**config.mk**
```make
export PLATFORM = sky130hd
export DESIGN_NAME = pipe_ctrl
export DESIGN_NICKNAME = d
export VERILOG_FILES = /design/src/rtl/pipe_ctrl_pkg.sv /design/src/rtl/pipe_ctrl_hazard_detect.sv /design/src/rtl/pipe_ctrl.sv
export SDC_FILE = /design/constraint.sdc
export NUM_CORES = 1
export LEC_CHECK = 0
export BUFFER_PORTS_ARGS = -buffer_cell sky130_fd_sc_hd__buf_2
export CAP_MARGIN = 20
export CORE_ASPECT_RATIO = 0.6
export CORE_MARGIN = 8
export CORE_UTILIZATION = 45
export CTS_CLUSTER_SIZE = 16
export DETAILED_ROUTE_END_ITERATION = 8
export GPL_TIMING_DRIVEN = 0
export PLACE_DENSITY_LB_ADDON = 0.2
export SETUP_SLACK_MARGIN = 0.15
export SYNTH_ARGS = -nofsm -noshare
export SYNTH_HDL_FRONTEND = slang
export SYNTH_SLANG_ARGS = --single-unit
```
**constraint.sdc**
```tcl
create_clock -name clk -period 2.6 [get_ports clk]
set_input_delay 0.52 -clock clk [delete_from_list [all_inputs] [get_ports clk]]
set_output_delay 0.52 -clock clk [all_outputs]
set_load 0.02 [all_outputs]
```
**src/rtl/pipe_ctrl_pkg.sv**
```systemverilog
// Shared pipeline-control definitions: hold encodings, bus types and controller states.
package pipe_ctrl_pkg;

  typedef logic [2:0]  hold_flag_bus_t;
  typedef logic [4:0]  reg_addr_bus_t;
  typedef logic [31:0] word_t;

  // bit0 pc, bit1 if_id, bit2 id_ex
  localparam hold_flag_bus_t Hold_None  = 3'b000;
  localparam hold_flag_bus_t Hold_Front = 3'b011;
  localparam hold_flag_bus_t Hold_All   = 3'b111;

  localparam reg_addr_bus_t ZeroReg  = 5'd0;
  localparam word_t         ZeroWord = 32'h0000_0000;

  typedef enum logic [1:0] {
    CTRL_RUN      = 2'd0,
    CTRL_LOAD_BUB = 2'd1,
    CTRL_MC_WAIT  = 2'd2
  } ctrl_state_e;

  function automatic logic hold_active(input hold_flag_bus_t hold);
    return hold != Hold_None;
  endfunction

endpackage

```
**src/rtl/pipe_ctrl_hazard_detect.sv**
```systemverilog
// Pure combinational load-use compare between the ex-stage load target and decode reads.
module pipe_ctrl_hazard_detect
  import pipe_ctrl_pkg::*;
(
  input  reg_addr_bus_t i_id_reg1_raddr,
  input  reg_addr_bus_t i_id_reg2_raddr,
  input  logic          i_ex_reg_we,
  input  reg_addr_bus_t i_ex_reg_waddr,
  input  logic          i_ex_is_load,
  output logic          o_load_use
);

  logic w_rs1_hit;
  logic w_rs2_hit;

  assign w_rs1_hit = (i_ex_reg_waddr == i_id_reg1_raddr);
  assign w_rs2_hit = (i_ex_reg_waddr == i_id_reg2_raddr);

  // x0 is never a real dependency, so a zero target cannot create a hazard.
  assign o_load_use = i_ex_is_load && i_ex_reg_we && (i_ex_reg_waddr != ZeroReg) &&
                      (w_rs1_hit || w_rs2_hit);

endmodule

```
**src/rtl/pipe_ctrl.sv**
```systemverilog
// Hazard and sequencing controller: per-stage hold/flush, jump redirect, multi-cycle wait,
// stall-cycle counter and multi-cycle timeout.
module pipe_ctrl
  import pipe_ctrl_pkg::*;
#(
  parameter int unsigned MC_TIMEOUT = 64,
  parameter int unsigned CNT_W      = 32
) (
  input  logic             clk,
  input  logic             rst,
  input  logic [4:0]       id_reg1_raddr_i,
  input  logic [4:0]       id_reg2_raddr_i,
  input  logic             ex_reg_we_i,
  input  logic [4:0]       ex_reg_waddr_i,
  input  logic             ex_is_load_i,
  input  logic             ex_jump_flag_i,
  input  logic [31:0]      ex_jump_addr_i,
  input  logic             ex_mc_start_i,
  input  logic             ex_mc_done_i,
  input  logic             mem_busy_i,
  output logic [2:0]       hold_flag_o,
  output logic             flush_if_id_o,
  output logic             flush_id_ex_o,
  output logic             jump_flag_o,
  output logic [31:0]      jump_addr_o,
  output logic             mc_timeout_o,
  output logic [CNT_W-1:0] stall_cnt_o
);

  localparam int unsigned   TmoW    = $clog2(MC_TIMEOUT);
  localparam logic [TmoW-1:0] TmoLast = TmoW'(MC_TIMEOUT - 1);

  ctrl_state_e     r_state;
  ctrl_state_e     w_state_nxt;
  logic [TmoW-1:0] r_tmo;
  logic [TmoW-1:0] w_tmo_nxt;
  logic            r_mc_timeout;
  logic            w_mc_timeout_nxt;
  logic [CNT_W-1:0] r_stall_cnt;

  logic            w_load_use;
  hold_flag_bus_t  w_hold;
  logic            w_flush_if_id;
  logic            w_flush_id_ex;
  logic            w_jump;
  word_t           w_jump_addr;

  pipe_ctrl_hazard_detect u_hazard_detect (
    .i_id_reg1_raddr (id_reg1_raddr_i),
    .i_id_reg2_raddr (id_reg2_raddr_i),
    .i_ex_reg_we     (ex_reg_we_i),
    .i_ex_reg_waddr  (ex_reg_waddr_i),
    .i_ex_is_load    (ex_is_load_i),
    .o_load_use      (w_load_use)
  );

  always_comb begin
    w_hold           = Hold_None;
    w_flush_if_id    = 1'b0;
    w_flush_id_ex    = 1'b0;
    w_jump           = 1'b0;
    w_jump_addr      = ZeroWord;
    w_state_nxt      = r_state;
    w_tmo_nxt        = r_tmo;
    w_mc_timeout_nxt = 1'b0;

    if (mem_busy_i) begin
      // Data-bus stall freezes everything, including pending ex events.
      w_hold = Hold_All;
    end else begin
      case (r_state)
        CTRL_RUN: begin
          if (ex_jump_flag_i) begin
            w_jump        = 1'b1;
            w_jump_addr   = ex_jump_addr_i;
            w_flush_if_id = 1'b1;
            w_flush_id_ex = 1'b1;
          end else if (ex_mc_start_i) begin
            w_state_nxt = CTRL_MC_WAIT;
            w_tmo_nxt   = '0;
          end else if (w_load_use) begin
            w_hold        = Hold_Front;
            w_flush_id_ex = 1'b1;
            w_state_nxt   = CTRL_LOAD_BUB;
          end
        end
        CTRL_LOAD_BUB: begin
          if (ex_jump_flag_i) begin
            w_jump        = 1'b1;
            w_jump_addr   = ex_jump_addr_i;
            w_flush_if_id = 1'b1;
            w_flush_id_ex = 1'b1;
          end
          w_state_nxt = CTRL_RUN;
        end
        CTRL_MC_WAIT: begin
          if (ex_mc_done_i) begin
            w_state_nxt = CTRL_RUN;
          end else if (r_tmo == TmoLast) begin
            // Abort: drop the stuck op from id_ex and report it next cycle.
            w_flush_id_ex    = 1'b1;
            w_state_nxt      = CTRL_RUN;
            w_mc_timeout_nxt = 1'b1;
          end else begin
            w_hold    = Hold_All;
            w_tmo_nxt = r_tmo + TmoW'(1);
          end
        end
        default: w_state_nxt = CTRL_RUN;
      endcase
    end
  end

  always_ff @(posedge clk or posedge rst) begin
    if (rst) begin
      r_state      <= CTRL_RUN;
      r_tmo        <= '0;
      r_mc_timeout <= 1'b0;
      r_stall_cnt  <= '0;
    end else begin
      r_state      <= w_state_nxt;
      r_tmo        <= w_tmo_nxt;
      r_mc_timeout <= w_mc_timeout_nxt;
      if (hold_active(w_hold)) begin
        r_stall_cnt <= r_stall_cnt + CNT_W'(1);
      end
    end
  end

  // Reset must drop holds and redirects immediately, not at the next edge.
  assign hold_flag_o   = rst ? Hold_None : w_hold;
  assign flush_if_id_o = rst ? 1'b0 : w_flush_if_id;
  assign flush_id_ex_o = rst ? 1'b0 : w_flush_id_ex;
  assign jump_flag_o   = rst ? 1'b0 : w_jump;
  assign jump_addr_o   = rst ? ZeroWord : w_jump_addr;
  assign mc_timeout_o  = r_mc_timeout;
  assign stall_cnt_o   = r_stall_cnt;

endmodule

```
Word level (Yosys, flattened, before mapping):

Cells that the tools add are included.

* memories kept: 0
* register bits after elaboration: 41
* latch bits: 0
* memory bits (read-only): 0
* word-level logic and storage cells: 66
* bits of input ports: 55
* memory bits (writable): 0
* output and inout bits: 71

* add/sub/neg operators: 2
* divide/modulo/power cells: 0
* multipliers: 0
* mux-type cells: 37
* order comparisons: 0
* bitwise gates (word level): 1
* reduce and logical (&&, ||, !) cells: 11
* equal/unequal tests: 11
* shift-type cells: 0

Operators with widths (number)
* two-way mux 32 bit: 4
* adder 32 x 1 -> 32 bit, second input constant: 1
* two-way mux 6 bit: 4
* two-way mux 2 bit: 8
* two-way mux 1 bit: 13
* two-way mux 3 bit: 4
* case mux 6 bit (2 select lines): 1
* == test 5 bit: 2
* != test 2 bit, second input constant: 4
* adder 6 x 1 -> 6 bit, second input constant: 1
* == test 6 bit, second input constant: 1
* case mux 3 bit (2 select lines): 1
* AND reduction 6 bit: 1
* nonzero test 5 bit: 1
* case mux 2 bit (2 select lines): 1
* AND reduction 4 bit: 1
* logical AND 1 bit: 3
* != test 3 x 2 -> 1 bit, second input constant: 1
* != test 3 bit, second input constant: 1
* case mux 1 bit (3 select lines): 1
* nonzero test 3 bit: 1
* == test 2 x 1 -> 1 bit, second input constant: 1
* == test 2 bit, second input constant: 1
* zero test 2 bit: 1
* 4 further kinds: 4

Logic depth before layout (Yosys ltp):

Gate-level depths: netlist (run 1).

* word-level depth: 9
* depth in mapped cells: 8
* depth with buffers taken out: 7

Modules after synthesis:

A second synthesis (run 1) with hierarchy kept.

* cell total of the unflattened synthesis: 230
* area, all modules: 2387.3 sq um

Modules (own cells, without submodules)
* pipe_ctrl: times used 1, cells each 213, sequential area each 1026.0 sq um, area an instance 2254.7 sq um
* pipe_ctrl_hazard_detect: times used 1, cells each 17, sequential area each 0.0 sq um, area an instance 132.6 sq um

Worst setup path after synthesis (run 1):

No wires, ideal clock.

* kind: input -> output
* from: in ex_reg_waddr_i[1]
* to: out hold_flag_o[1]
* data arrival time: 1.953 ns
* stages: 7
* slack: 0.127 ns
* path through: or4_1 > nor2_1 > nor3_2 > a31oi_4 > buf_6 > nor2_1 > buf_4

* cells in the longest elaborated chain, start to end: 9

Ends and longest elaborated chain
* start: declaration: line pipe_ctrl.sv:14 `input logic [4:0] ex_reg_waddr_i,`
* == test 5 bit, or another cell as far along: line pipe_ctrl_hazard_detect.sv:16 `assign w_rs1_hit = (i_ex_reg_waddr == i_id_reg1_raddr);`
* logical OR 1 bit / logical AND 1 bit (equally long branches): line pipe_ctrl_hazard_detect.sv:21, pipe_ctrl_hazard_detect.sv:20
* logical AND 1 bit (*): line pipe_ctrl_hazard_detect.sv:20 `assign o_load_use = i_ex_is_load && i_ex_reg_we && (i_ex_reg_waddr != ZeroReg) &&`
* two-way mux 2 bit (*): line pipe_ctrl.sv:81 `end else if (w_load_use) begin`
* two-way mux 2 bit (*): line pipe_ctrl.sv:78 `end else if (ex_mc_start_i) begin`
* two-way mux 2 bit (*): line pipe_ctrl.sv:73 `if (ex_jump_flag_i) begin`
* case mux 3 bit (2 select lines) (*): line pipe_ctrl.sv:71 `case (r_state)`
* two-way mux 3 bit (*): line pipe_ctrl.sv:67 `if (mem_busy_i) begin`
* two-way mux 3 bit (*): line pipe_ctrl.sv:131 `assign hold_flag_o = rst ? Hold_None : w_hold;`
* end: declaration: line pipe_ctrl.sv:21 `output logic [2:0] hold_flag_o,`

Every way passes the cells marked *; elsewhere a longest branch is shown, timed or not.

Final worst setup path (run 1):

* from: in ex_reg_waddr_i[4]
* to: out hold_flag_o[1]

The elaborated chain is that of the path after synthesis.

==> results of run 1 <==
-- state kept, by name, indices dropped and copies added (netlist names) --
| name | count |
|---|---|
| stall_cnt_o | 32 |
| r_state | 2 |
| r_tmo | 6 |
| mc_timeout_o | 1 |
-- where the power goes --
group          switching [mW]  internal (mW)  leakage [nW]
Clock                   0.229          0.185        0.0439
Sequential             0.0842          0.712         0.530
Combinational           0.356          0.226          1.12
-- final cells by class --
cell class	instances	area [sq um]	share of cell area (%)
Buffer	10	68.8	2.06
Clock buffer	5	68.8	2.06
Clock inverter	3	17.5	0.525
Inverter	5	18.8	0.563
Multi-Input combinational cell	197	1340	40.2
Sequential cell	41	1030	30.8
Tap cell	66	82.6	2.48
Timing Repair Buffer	134	712	21.4
-- critical path: stages --
cell and delay, ns:
buf_6 0.10, or4_1 0.53, nor2_2 0.13, nor3_2 0.07, a31oi_4 0.19, buf_6 0.13
nor2_4 0.03, buf_6 0.11, buf_6 0.12
-- repair_timing --
action                                  4_1_cts  5_1_grt
resized for setup                            15        9
gates cloned                                  0        0
pin swaps                                     6        3
setup buffers                                 8        1
endpoints found under the setup margin       33       34
-- cells in the mapped netlist (3+ instances only) --
cell type and count:
nand4_1 10, and3_1 6, o31ai_1 3, nor2_1 13, inv_1 5, dfrtp_1 41
nor4_1 6, xnor2_1 30, and2_1 35, nand3_1 19, xor2_1 11, clkbuf_1 5
nand2_1 25, o21ai_0 7, nor3_1 9, nand2b_1 3
-- worst paths after layout --
path                                    from  cells past startpoint              end  slack [ns]
setup / recovery           ex_reg_waddr_i[4]                      9   hold_flag_o[1]        0.15
hold / removal                           rst                      2         r_tmo[0]        0.44
setup reg to reg                    r_tmo[0]                      9   stall_cnt_o[3]        0.62
hold reg to reg              stall_cnt_o[31]                      1  stall_cnt_o[31]        0.47
max in group asynchronous                rst                      2         r_tmo[4]        1.61
min in group clk             stall_cnt_o[31]                      1  stall_cnt_o[31]        0.47
-- cells in the final DEF (no fill, tap or decap), drive strengths merged, types with 8 or more instances in the layout --
| master | n |
|---|---|
| and2 | 36 |
| buf | 138 |
| clkbuf | 11 |
| dfrtp | 41 |
| nand2 | 25 |
| nand3 | 21 |
| nand4 | 10 |
| nor2 | 13 |
| nor3 | 10 |
| nor4 | 8 |
| xnor2 | 30 |
| xor2 | 11 |
-- logic make-up after synthesis --
logic type                 share of synthesized area (%)
DFF                                                 42.9
buffers and inverters                               3.35
AOI/OAI and AO/OA                                   5.49
xor gates and xnor gates                            15.0
adders and majority gates                           1.05
and+or+nand+nor                                     32.2
-- routing by layer --
metal | track usage, % | vias to the layer above | routed length [um]
met5 | 0 | - | 0
met4 | 6.90 | 0 | 94
met3 | 7.07 | 8 | 622
met2 | 27.5 | 87 | 3090
met1 | 22.7 | 1081 | 3140
li1 | - | 1146 | -
==> impl_metrics.tcl, run 1 <==
set metrics [dict create \
    status "completed" \
    die_w_um 110 \
    grt_pass1_vias 2321 \
    max-cap-violations 0 \
    dpl.hpwl_mm 5.46 \
    dieArea_sq_mm 0.00798 \
    finalNonFillerCells 461 \
    antenna_found_initial 0 \
    synth_top_area_share_pct 42.9 \
    portBuffers 125 \
    vias 2322 \
    ant_nets 0 \
    total_power_mw 1.79 \
    avgSynthCellArea_sq_um 9.45 \
    worst_pin_slew_ns 0.847 \
    clock-sinks 41 \
    ys.warnings.count 0 \
    grt_pass1_wl_mm 11.3 \
    period_share_pct 94.1 \
    ys.flop_type "dfrtp_1" \
    die_h_um 72.5 \
    p_per_area_mw_per_mm2 538 \
    critPathKind "input port to primary output" \
    rsz0062_at_grt "true" \
    drc 0 \
    endpoint_kind "primary output" \
    timing.slew.headroom_pct 43.5 \
    skew_ns 0.00969 \
    grt_usage_pct 18.1 \
    fillers 418 \
    hold_slack_ns 0.437 \
    coreArea_sq_mm 0.00508 \
    worstHoldPathType "input port to asynchronous set/reset pin" \
    clockBufferDepth 2 \
    syn_inst 253 \
    design_area_sq_mm 0.00333 \
    setup_viol 0 \
    nets 451 \
    synth.distinct_cells 37 \
    synth_edf_count 0 \
    wl_mm 6.94 \
    cts_buffers 5 \
    ios 126 \
    dp_slack_ns -0.150 \
    start_kind "input port" \
    root_buffer "clkbuf_8" \
    fp-row-count 20 \
    place_area_sq_mm 0.00310 \
    area_growth_pct 39.5 \
    grt_max_degree 43 \
    worstPathMaxFanout 3 \
    overflow 0 \
    seq_area_frac_synth_pct 42.9 \
    hold_violations 0 \
    viasPerCell 5.04 \
    clk_latency_ns 0.30 \
    netlist_area_sq_mm 0.00239 \
    critPathArrivalTime_ns 1.93 \
    dp_cells 444 \
    clk_pin_slew_worst_paths_ns 0.08 \
    drv_slew 0 \
    wire_per_inst_um 15.1 \
    max_freq_mhz 409 \
    drt_iter0_drc 113 \
    yosys.area.top_type "dfrtp_1" \
    required_ns 2.08 \
    async_reset_ff_share_pct 100 \
    initial_core_util_pct 47.1 \
    diodes 0 \
    cts_tree "done" \
    synth_top_cells_by_area "dfrtp_1 43%, xnor2_1 11%, and2_1 9.2%" \
    drive_gt1_share_pct 42.8 \
    vdd_drop_max_v 0.000295 \
    ys_ff_latch 41 \
    fin_tns_setup_ns 0 \
    synthesis.nets 310 \
    min_period_ns 2.45 \
    layout_setup_ws_ns 0.153 \
    htree_num_levels 2 \
    p_leak_nw 1.69 \
    place.gp.congestion 0.806 \
    fin_util_pct 65.6 \
    drt_pass1_iterations 4 \
    cts_hold_buf 0 \
]
Note: power is estimated with default switching activity, not from simulation.
==> run 2: changes to the inputs <==
--- a/config.mk
+++ b/config.mk
@@ -17,4 +17,5 @@
 export SETUP_SLACK_MARGIN = 0.15
 export SYNTH_ARGS = -nofsm -noshare
 export SYNTH_HDL_FRONTEND = slang
+export SYNTH_HIERARCHICAL = 1
 export SYNTH_SLANG_ARGS = --single-unit
==> constraint.sdc (replaced) <==
create_clock -name clk -period 2.88 [get_ports clk]
set_input_delay 0.576 -clock clk [delete_from_list [all_inputs] [get_ports clk]]
set_output_delay 0.576 -clock clk [all_outputs]
set_load 0.02 [all_outputs]
==> run 2 against run 1 <==
Compared with the run above: sequential share of layout area increased by 0.67 points; utilization shrank 1.4 points; wire length down 6.6%; clock skew is 0.0011 ns lower; die area down 0.12%; critical path depth rose by 1; first-iteration DRC count decreased by 32%; final cell count down 6.3%; largest cell class unchanged; highest routed layer unchanged.
==> impl_metrics.tcl, run 2 <==
set metrics [dict create \
    status "completed" \
    grt_pass1_vias 2060 \
    fillers 449 \
    critical_path.top_delay_family "simple AND/OR/NAND/NOR gates" \
    diodes 0 \
    grt_usage_pct 15.8 \
    seq_area_frac_synth_pct 43.0 \
    netlist_top_cells_count "41 x dfrtp_1, 34 x xnor2_1, 33 x and2_1" \
    grt_max_degree 42 \
    synthesis.nets 287 \
    nets 422 \
    total_power_mw 1.48 \
    clk_pin_slew_worst_paths_ns 0.08 \
    period_share_pct 94.6 \
    die_w_um 110 \
    area_growth_pct 36.7 \
    p_per_area_mw_per_mm2 455 \
    synth_edf_count 0 \
    yosys.area.top_type "dfrtp_1" \
    rsz0062_at_grt "true" \
    ys.flop_type "dfrtp_1" \
    viasPerCell 4.91 \
    clock-sinks 41 \
    cts_buffers 5 \
    vias 2119 \
    root_buffer "clkbuf_8" \
    netlist_area_sq_mm 0.00239 \
    synth_top_cells_by_area "dfrtp_1 43%, xnor2_1 12%, and2_1 8.6%" \
    critPathSlowestCell "nor3b_4" \
    critPathKind "input port to primary output" \
    avgSynthCellArea_sq_um 10.4 \
    async_reset_ff_share_pct 100 \
    dieArea_sq_mm 0.00797 \
    die_h_um 72.4 \
    cts_hold_buf 0 \
    clockBufferDepth 2 \
    fin_tns_setup_ns 0 \
    yosysMostFrequentCell "dfrtp_1" \
    antenna_found_initial 0 \
    min_period_ns 2.73 \
    dp_slack_ns 0.0412 \
    timing.slew.headroom_pct 44.5 \
    coreArea_sq_mm 0.00508 \
    crit_buf_inv 3 \
    cts_tree "done" \
    grt_pass1_wl_mm 10.3 \
    drt_pass1_iterations 4 \
    endpoint_kind "primary output" \
    clk_latency_ns 0.29 \
    max-cap-violations 0 \
    portBuffers 125 \
    initial_core_util_pct 47.0 \
    dpl.hpwl_mm 5.19 \
    start_kind "input port" \
    critPathArrivalTime_ns 2.15 \
    drc 0 \
    ys.warnings.count 6 \
    required_ns 2.30 \
    worstHoldPathType "flip-flop to flip-flop" \
    path_cells "buf_2 -> xor2_1 -> nor3_2 -> nand3_1 -> a21oi_2 -> nor3b_4 -> buf_4 -> nor3_2 -> nor4_2 -> buf_4" \
    worst_pin_slew_ns 0.832 \
    ys_ff_latch 41 \
    vdd_drop_max_v 0.000234 \
    wire_per_inst_um 15.0 \
    final_cell_mix "121 x buf_2, 41 x dfrtp_1, 34 x xnor2_1, 33 x and2_1" \
    hold_violations 0 \
    fin_util_pct 64.2 \
    layout_commonest_cell "buf_2" \
    max_freq_mhz 367 \
    drt_iter0_drc 77 \
    synth.distinct_cells 43 \
    place.gp.congestion 0.790 \
    fp-row-count 20 \
    p_leak_nw 1.68 \
    crit_path_max_incr_delay_ns 0.25 \
    layout_setup_ws_ns 0.155 \
    largest_reg_flops 32 \
    ios 126 \
    ant_nets 0 \
    setup_viol 0 \
    drv_slew 0 \
    dp_cells 421 \
    skew_ns 0.00862 \
    worstPathMaxFanout 2 \
    htree_num_levels 2 \
    syn_inst 230 \
    drive_gt1_share_pct 43.4 \
    wl_mm 6.49 \
    synth_top_area_share_pct 43.0 \
    finalNonFillerCells 432 \
    overflow 0 \
]
==> run 2: cell types whose count changed in the layout (fill, tap and decap cells not counted), moves of 4 or more <==
cell and change:
xnor2_1 +4, nand2_1 -7, buf_4 -4, o21ai_0 -6
nor3_1 -5, nand4_1 -5, nor4_1 -6, clkbuf_2 -4
and3_1 +4
==> run 2: kinds of logic (layout without fill, tap and decap cells) <==
group	Yosys count	count (layout)	share of synthesized area (%)
XOR/XNOR	44	44	16.1
flip-flops	41	41	43.0
multiplexers	2	2	0.943
AO/OA/AOI/OAI	22	22	10.3
adder cells (fa/ha/maj)	2	2	1.05
AND/OR/NAND/NOR	110	110	26.8
buffers and inverters	9	145	1.73
==> run 2: per-stage QoR <==
step | instance area, sq um | hold slack (ns)
6_report | 3260 | 0.478
3_3_place_gp | 3100 | 0.457
3_5_place_dp | 3100 | 0.473
2_1_floorplan | 2390 | 0.524
5_1_grt | 3260 | 0.512
4_1_cts | 3220 | 0.484
==> run 2: final cells by class <==
class                      count  area [sq um]  share of cell area [%]
buffer                         6          30.0                   0.920
tap                           66          82.6                    2.53
timing repair buffer         128           669                    20.5
inverter                       3          11.3                   0.345
clock buffer                   6          72.6                    2.22
sequential                    41          1030                    31.4
multi-input combinational    180          1360                    41.7
clock inverter                 2          10.0                   0.307
==> run 2: what timing repair did <==
item / in CTS / in global routing
buffers inserted: 2 / 1
setup endpoints to repair: 3 / 34
gates resized for setup: 7 / 7
pin swaps: 1 / 8
==> run 2: power by group <==
part	switching [mW]	total (mW)	internal [mW]
sequential	0.0776	0.712	0.634
combinational	0.240	0.410	0.170
clock	0.195	0.363	0.168
==> run 2: layer usage <==
layer | wire, um | share of wire, % | global-route usage, % | up-vias
met2 | 3100 | 48 | 25.6 | 50
met1 | 2880 | 44 | 20.8 | 1006
met3 | 483 | 7.4 | 4.42 | 4
met5 | 0 | 0 | 0 | -
li1 | - | - | - | 1059
met4 | 22 | 0.34 | 2.38 | 0
==> run 2: path summary, 6_finish.rpt <==
check / slack (ns) / end / start / cells after the start
setup / recovery: 0.15 / flush_id_ex_o / id_reg2_raddr_i[4] / 10
min in group asynchronous: 0.51 / mc_timeout_o / rst / 2
hold reg to reg: 0.48 / stall_cnt_o[31] / stall_cnt_o[31] / 1
hold / removal: 0.48 / stall_cnt_o[31] / stall_cnt_o[31] / 1
max in group asynchronous: 1.84 / stall_cnt_o[14] / rst / 2
setup reg to reg: 0.82 / stall_cnt_o[27] / r_tmo[0] / 7
==> run 3: changes to the inputs <==
--- a/config.mk
+++ b/config.mk
@@ -13,7 +13,8 @@
 export CTS_CLUSTER_SIZE = 16
 export DETAILED_ROUTE_END_ITERATION = 8
 export GPL_TIMING_DRIVEN = 0
-export PLACE_DENSITY_LB_ADDON = 0.2
+export PLACE_DENSITY = 0.8
+export RECOVER_POWER = 25
 export SETUP_SLACK_MARGIN = 0.15
 export SYNTH_ARGS = -nofsm -noshare
 export SYNTH_HDL_FRONTEND = slang
==> run 3 against run 2 <==
Compared with the run above: the run now ends with capacitance limit left; total power decreased by 0.23%; global-route usage increased by 1.2 points; final cell count stayed put; clock skew shrank 0.0042 ns; critical path depth did not move; critical endpoint is now hold_flag_o[1]; largest power group unchanged; highest routed layer unchanged; sequential cell count stayed put; critical path type unchanged.
==> impl_metrics.tcl, run 3 (synthesis gave the netlist of run 2 again) <==
set metrics [dict create \
    status "finished with violations" \
    violations "capacitance limit" \
    min_period_ns 2.71 \
    vdd_drop_max_v 0.000568 \
    p_per_area_mw_per_mm2 452 \
    grt_pass1_wl_mm 11.0 \
    max_freq_mhz 369 \
    cts_tree "done" \
    worstPathMaxFanout 3 \
    path_cells "buf_6 -> or4_4 -> o211ai_2 -> a21oi_2 -> nor3b_4 -> buf_4 -> nand2_4 -> a21oi_2 -> buf_4 -> buf_6" \
    wire_per_inst_um 16.2 \
    dp_slack_ns 0.0128 \
    total_power_mw 1.48 \
    fillers 434 \
    grt_pass1_vias 2197 \
    p_seq_share_pct 47.9 \
    fp-row-count 20 \
    largest_reg_flops 32 \
    drt_iter0_drc 82 \
    internal_power_mw 0.974 \
    p_leak_nw 1.68 \
    crit_buf_inv 4 \
    htree_num_levels 2 \
    endpoint_kind "primary output" \
    die_w_um 110 \
    ant_nets 0 \
    wl_mm 7.02 \
    area_growth_pct 37.3 \
    critPathSlowestCell "or4_4" \
    root_buffer "clkbuf_8" \
    critPathKind "input port to primary output" \
    vias 2165 \
    cts_hold_buf 0 \
    place_area_sq_mm 0.00310 \
    switching_share_pct 34.2 \
    design_area_sq_mm 0.00328 \
    crit_path_max_incr_delay_ns 0.53 \
    viasPerCell 5.01 \
    layout_commonest_cell "buf_2" \
    period_share_pct 94.2 \
    timing.slew.headroom_pct 0.211 \
    clockBufferDepth 2 \
    clock-sinks 41 \
    grt_usage_pct 17.0 \
    clkPwrFrac_pct 24.4 \
    clk_latency_ns 0.28 \
    setup_viol 0 \
    final_cell_mix "118 x buf_2, 41 x dfrtp_1, 34 x xnor2_1, 33 x and2_1" \
    drv_slew 0 \
    initial_core_util_pct 47.0 \
    hold_slack_ns 0.475 \
    place.gp.congestion 0.814 \
    clk_pin_slew_worst_paths_ns 0.08 \
    drive_gt1_share_pct 43.2 \
    diodes 0 \
    fin_tns_setup_ns 0 \
    antenna_found_initial 0 \
    portBuffers 125 \
    critical_path.top_delay_family "simple AND/OR/NAND/NOR gates" \
    drc 0 \
    cts_buffers 5 \
    dpl.hpwl_mm 5.57 \
    grt_max_degree 42 \
    power.switching_mw 0.507 \
    worst_pin_slew_ns 1.50 \
    coreArea_sq_mm 0.00508 \
    skew_ns 0.00441 \
    comb_power_share_pct 27.7 \
    required_ns 2.30 \
    worstHoldPathType "flip-flop to flip-flop" \
    hold_violations 0 \
    start_kind "input port" \
    rsz0062_at_grt "true" \
    dieArea_sq_mm 0.00797 \
    max-cap-violations 1 \
    nets 422 \
    die_h_um 72.4 \
    ios 126 \
    layout_setup_ws_ns 0.167 \
    overflow 0 \
    drt_pass1_iterations 5 \
    critPathArrivalTime_ns 2.14 \
]
==> run 3: cell count changes in the layout (fill, tap and decap cells not counted) <==
cell,change
buf_6,+2
clkinvlp_4,+1
buf_2,-3
nor3_2,-1
nor3_1,+1
or4_1,-1
inv_2,-1
or4_4,+1
inv_1,+1
==> run 3: per-stage QoR <==
step | util, % | cells
after floorplan | - | 230
after global placement | 60.9 | 421
after detailed placement | 60.9 | 421
after CTS | 63.3 | 431
after global routing | 64.5 | 432
final | 64.5 | 432
==> run 3: repair_timing <==
action	4_1_cts	5_1_grt
endpoints found under the setup margin	16	2
resized for setup	4	13
pin swaps	0	11
setup buffers	2	1
==> run 3: worst reg2reg max path: cells and delay by family, from the launching register on <==
kind                       cells  cell delay (ns)
and+or+nand+nor                2             0.28
xor gates and xnor gates       1             0.16
AOI/OAI and AO/OA              2             0.69
buffers and inverters          1             0.15
DFF                            1             0.42
adders and majority gates      1             0.25
==> run 3: layout make-up <==
cell class                 count  area [sq um]  area share (%)
timing repair buffer         128           681            20.8
sequential                    41          1030            31.3
inverter                       3          11.3           0.344
clock inverter                 3          17.5           0.535
tap                           66          82.6            2.52
buffer                         6          30.0           0.916
multi-input combinational    180          1360            41.5
clock buffer                   5          68.8            2.10
==> run 3: path summary, 6_finish.rpt <==
kind | start | to | cells past startpoint | slack (ns)
max in group asynchronous | rst | stall_cnt_o[2] | 2 | 1.16
min in group asynchronous | rst | stall_cnt_o[6] | 2 | 0.85
worst min register to register | stall_cnt_o[31] | stall_cnt_o[31] | 1 | 0.47
worst min-delay path | stall_cnt_o[31] | stall_cnt_o[31] | 1 | 0.47
worst max register to register | r_tmo[0] | stall_cnt_o[25] | 7 | 0.82
worst max-delay path | ex_reg_waddr_i[0] | hold_flag_o[1] | 10 | 0.17
==> run 3: per-layer routing <==
layer  up-vias  GRT usage [%]  share of wire (%)
li1       1065              -                  -
met4         0           2.38               0.66
met1      1008           22.9                 46
met3         6           4.60                8.5
met2        86           27.1                 45
met5         -              0                  0
==> run 3: power groups by stage <==
stage | clock, mW | combinational (mW) | sequential (mW)
floorplan | 0 | 0.191 | 0.768
global placement | 0 | 0.392 | 0.716
detailed placement | 0 | 0.403 | 0.718
CTS | 0.377 | 0.406 | 0.709
global route | 0.410 | 0.443 | 0.719
finish | 0.361 | 0.410 | 0.710
